File: src/rtl/alu_seq_ctrl.sv
// Multi-byte operation sequencer for the 8-bit cpuA ALU: feeds one byte per cycle
// LSB first, chains carry through the ALU flag register and assembles the word result.
module alu_seq_ctrl #(
    parameter int unsigned NBYTES = 4
) (
    input  logic                  clk,
    input  logic                  rst_n,
    input  logic                  start,
    input  logic [1:0]            op,
    input  logic [8*NBYTES-1:0]   opa,
    input  logic [8*NBYTES-1:0]   opb,
    output logic                  busy,
    output logic                  done,
    output logic [8*NBYTES-1:0]   result,
    output logic                  zero,
    output logic [7:0]            alu_a,
    output logic [7:0]            alu_b,
    output logic [2:0]            alu_cs,
    output logic                  alu_flagwrite,
    input  logic [7:0]            alu_s
);

    localparam int unsigned W  = 8 * NBYTES;
    localparam int unsigned IW = $clog2(NBYTES);

    typedef enum logic [1:0] {
        IDLE = 2'd0,
        RUN  = 2'd1,
        DONE = 2'd2
    } state_t;

    state_t          state, state_nxt;
    logic [IW-1:0]   idx, idx_nxt, idx_inc;
    logic [1:0]      op_l;
    logic [W-1:0]    opa_l, opb_l, shadow, merged;
    logic            accept, last;
    logic            busy_nxt, done_nxt, fw_nxt;
    logic [7:0]      a_nxt, b_nxt;
    logic [2:0]      cs_nxt;

    // Byte 0 never uses the with-carry ops so a stale ALU flag cannot leak in.
    function automatic logic [2:0] cs_of(input logic [1:0] o, input logic first);
        case (o)
            2'b00:   cs_of = 3'b000;
            2'b01:   cs_of = 3'b001;
            2'b10:   cs_of = first ? 3'b010 : 3'b110;
            default: cs_of = first ? 3'b011 : 3'b101;
        endcase
    endfunction

    always_ff @(posedge clk or negedge rst_n) begin
        if (!rst_n) begin
            state <= IDLE;
            idx   <= '0;
        end else begin
            state <= state_nxt;
            idx   <= idx_nxt;
        end
    end

    // Next state plus the next values of the registered ALU-side outputs.
    always_comb begin
        state_nxt = state;
        idx_nxt   = idx;
        idx_inc   = idx + IW'(1);
        accept    = 1'b0;
        last      = 1'b0;
        busy_nxt  = 1'b0;
        done_nxt  = 1'b0;
        a_nxt     = 8'h00;
        b_nxt     = 8'h00;
        cs_nxt    = 3'b000;
        fw_nxt    = 1'b0;
        case (state)
            IDLE: begin
                if (start) begin
                    accept    = 1'b1;
                    state_nxt = RUN;
                    idx_nxt   = '0;
                    busy_nxt  = 1'b1;
                    a_nxt     = opa[7:0];
                    b_nxt     = opb[7:0];
                    cs_nxt    = cs_of(op, 1'b1);
                    fw_nxt    = op[1];
                end
            end
            RUN: begin
                busy_nxt = 1'b1;
                if (idx == IW'(NBYTES - 1)) begin
                    last      = 1'b1;
                    state_nxt = DONE;
                    done_nxt  = 1'b1;
                end else begin
                    idx_nxt = idx_inc;
                    a_nxt   = 8'(opa_l >> {idx_inc, 3'b000});
                    b_nxt   = 8'(opb_l >> {idx_inc, 3'b000});
                    cs_nxt  = cs_of(op_l, 1'b0);
                    fw_nxt  = op_l[1];
                end
            end
            DONE:    state_nxt = IDLE;
            default: state_nxt = IDLE;
        endcase
    end

    // Shadow with the byte currently on the ALU merged in.
    always_comb begin
        merged = shadow;
        merged[{idx, 3'b000} +: 8] = alu_s;
    end

    always_ff @(posedge clk or negedge rst_n) begin
        if (!rst_n) begin
            op_l          <= 2'b00;
            opa_l         <= '0;
            opb_l         <= '0;
            shadow        <= '0;
            result        <= '0;
            zero          <= 1'b0;
            busy          <= 1'b0;
            done          <= 1'b0;
            alu_a         <= 8'h00;
            alu_b         <= 8'h00;
            alu_cs        <= 3'b000;
            alu_flagwrite <= 1'b0;
        end else begin
            busy          <= busy_nxt;
            done          <= done_nxt;
            alu_a         <= a_nxt;
            alu_b         <= b_nxt;
            alu_cs        <= cs_nxt;
            alu_flagwrite <= fw_nxt;
            if (accept) begin
                op_l  <= op;
                opa_l <= opa;
                opb_l <= opb;
            end
            if (state == RUN) begin
                shadow[{idx, 3'b000} +: 8] <= alu_s;
            end
            if (last) begin
                result <= merged;
                zero   <= (merged == '0);
            end
        end
    end

endmodule

File: config.mk
export PLATFORM = sky130hd
export DESIGN_NAME = alu_seq_ctrl
export DESIGN_NICKNAME = d
export VERILOG_FILES = /design/src/rtl/alu_seq_ctrl.sv
export SDC_FILE = /design/constraint.sdc
export NUM_CORES = 1
export LEC_CHECK = 0
export CAP_MARGIN = 20
export CORE_ASPECT_RATIO = 0.6
export CORE_MARGIN = 1
export CORE_UTILIZATION = 47
export DETAILED_ROUTE_END_ITERATION = 12
export HOLD_SLACK_MARGIN = 0.06
export PLACE_DENSITY = 0.76
export SYNTH_ARGS = -nofsm -noshare
export SYNTH_HDL_FRONTEND = slang
export SYNTH_SLANG_ARGS = --single-unit
File: constraint.sdc
create_clock -name clk -period 2.45 [get_ports clk]
set_input_delay 0.735 -clock clk [delete_from_list [all_inputs] [get_ports clk]]
set_output_delay 0.735 -clock clk [all_outputs]
set_load 0.02 [all_outputs]
==> results of run 1 <==
area by class of cell:
class / instances / area [um^2] / area share (%)
Tap cell: 192 / 240.2 / 2.655
Inverter: 8 / 30.03 / 0.3319
Sequential cell: 157 / 3930 / 43.44
Timing Repair Buffer: 165 / 1630 / 18.02
Clock inverter: 14 / 122.6 / 1.355
Multi-Input combinational cell: 326 / 2655 / 29.35
Clock buffer: 18 / 439.2 / 4.854
Yosys cell counts (3+ instances only):
cell      instances
a21oi_1          29
a221oi_1          7
a22o_1           48
and2_1            3
buf_2            17
clkbuf_1         22
dfrtp_1         157
ha_1              6
inv_1             7
mux2_2           66
mux4_2           16
nand2_1          37
nor2_1           20
nor2b_1          26
nor3_1            4
nor3b_1           3
nor4_1            7
o21ai_0          32
routing by layer:
| metal | share of wire, % | routed length [um] |
|---|---|---|
| met1 | 48 | 7596 |
| met2 | 43 | 6754 |
| met3 | 7.9 | 1255 |
| met4 | 1.2 | 195 |
| met5 | 0 | 0 |
worst min-delay path by stage:
stage	from	end	cells past startpoint
after floorplan	rst_n	alu_a[0]	0
after global placement	result[31]	result[31]	2
after detailed placement	result[11]	result[11]	2
after CTS	rst_n	result[30]	1
after global routing	rst_n	result[30]	1
final	rst_n	result[30]	1
flip-flops by register name, summed over array words and instances (netlist names), 3 cells and up:
name	count
opa_l	32
alu_b	8
alu_a	8
opb_l	32
alu_cs	3
shadow	32
result	32
per-stage QoR:
step	instances	utilization (%)	setup TNS, ns	instance area, um^2
finish	880	65.21	0	9047
global route	880	65.21	0	9047
CTS	880	65.21	0	9047
detailed placement	848	61.17	-0.008033	8486
global placement	848	61.17	0	8486
floorplan	532	-	0	6788
power by group:
group / internal, mW / total (mW) / switching (mW)
logic: 2.75 / 5.21 / 2.46
registers: 3.78 / 4.43 / 0.649
clock network: 1.36 / 2.49 / 1.12
cell families after synthesis:
group / after synthesis
buffers and inverters: 49
muxes: 83
and+or+nand+nor: 112
adders and majority gates: 6
DFF: 157
AOI/OAI and AO/OA: 125
==> run summary, run 1 <==
status: finished, final reports clean
H-tree depth: 4
main area contributors after synthesis: dfrtp_1 58%, mux2_2 11%, a22o_1 6.2%
# DRC: 0
antenna cell count: 0
Hold-fix buffers, CTS: 0
static leakage: 3.916 nW
wire per inst: 17.96 um
critical path's largest stage delay: 0.50 ns
Worst setup SP type: flip-flop
number of top-level pins: 132
adder-cell share of the synthesized area: 1.106%
met3 global-route usage: 6.136%
Worst-path clk slew: 0.07 ns
synthesized area: 6787 um^2
Cell Chain, Critical Path: inv_1, ha_1, buf_4, and3_1, and2_1, a22o_1
crit path DAT: 2.58 ns
compound-gate portion of the synthesized area: 12.74%
layout cells sized above 1: 22.53%
crit path from: idx[1]
main combinational cell family by area after synthesis: multiplexers
root buffer cell: clkbuf_16
fillers: 1,051
routed vias: 4,864
Place WS: -0.008033 ns
CTS Buffer Depth: 2
cts repair resizes: 0
flops & latches, synth: 157
CTS buffer count: 17
critical path type: flip-flop to flip-flop
total global-route track usage: 22.93%
CTS tree: built
Initial Utilization: 48.92%
DR pass1 iterations: 5
post-synth cell types: 38
number of setup buffers added after CTS: 0
Hold Path Class: input port to asynchronous set/reset pin
Post-synth ARST share: 100.0%
die area: 14,940 um^2
post-DR vias/cell: 5.527
number of synthesized flops with an enable pin: 0
Slowest-stage cell, CP: ha_1
initial antenna violation count: 0
post-synth top area cell: dfrtp_1
global route hottest layer: met2
Worst-Margin Slew: 0.6576 ns
Synth Instances: 532
largest fanout on the critical path: 18
Buf+Inv Stages, Crit Path: 2
R2R setup slack: 0.21 ns
Die Span Y: 95.08 um
Port Buffers: 131
Cell Pwr Density: 1341 nW/um^2
Synth top area share: 57.89%
worst setup path endpoint: shadow[13]
final WL: 15,800 um
final hold viol count: 0
RSZ-0062 raised after global routing: no
Post-Synth Simple-Gate Area: 8.721%
register area share after synthesis: 57.89%
total chip power: 12.13 mW
core area: 13,870 um^2
fin worst setup slack: 0.2114 ns
YS warnings: 0
Die X: 157.1 um
worst r2r src: idx[1]
commonest non-fill, non-tap cell in the layout: dfrtp_1
cell family with most CP delay: simple AND/OR/NAND/NOR gates
Clock Skew: 0.01022 ns
Crit. End Element: flip-flop
post-route ant nets: 0
met2 Resource Use GR: 34.11%
Main synth FF type: dfrtp_1
XOR/XNOR share of the synthesized area: 0%
fmax: 446.7 MHz
Final Critical Period: 2.239 ns
Period Utilization, post-route: 91.37%
net total in the final layout: 758
Hold WS: 0.2417 ns
Max Cap Violations: 0
Rows: 33
largest net degree at the start of global routing: 58
clock sink count: 157
R2R Path End: shadow[13]
synthesis-to-layout area growth: 33.31%
Worst slew margin: 56.07%
CP Depth: 6
most frequent cells in the layout: 156 x dfrtp_1, 130 x clkdlybuf4s50_1, 66 x mux2_2
clock latency on the worst-skew pair: 0.42 ns
first-pass GRT wire length: 25,720 um
GP Congestion: 0.8721
Slew Limit Fails: 0
initial drt markers: 374
WP data required: 2.79 ns
Avg Synthesized Cell Area: 12.76 um^2
Syn Nets: 615
GR Util met1: 33.27%
DP HPWL: 11,200 um
reg2reg path depth: 6
vias in the first global route: 4,861
Final Setup Violations: 0
mux share of post-synthesis cell area: 16.41%
VDD IR max: 0.6206 mV
gr ovfl total: 0
Power figures use the tool's default switching activity.
==> run 2, diff against run 1 <==
- HOLD_SLACK_MARGIN: 0.06 -> not set
==> results of run 2 <==
No change in the layout: final DEF, timing and power equal those of run 1.
==> run 3, diff against run 2 <==
- HOLD_SLACK_MARGIN: not set -> 0.1
==> results of run 3 <==
No change in the layout: final DEF, timing and power equal those of run 1.
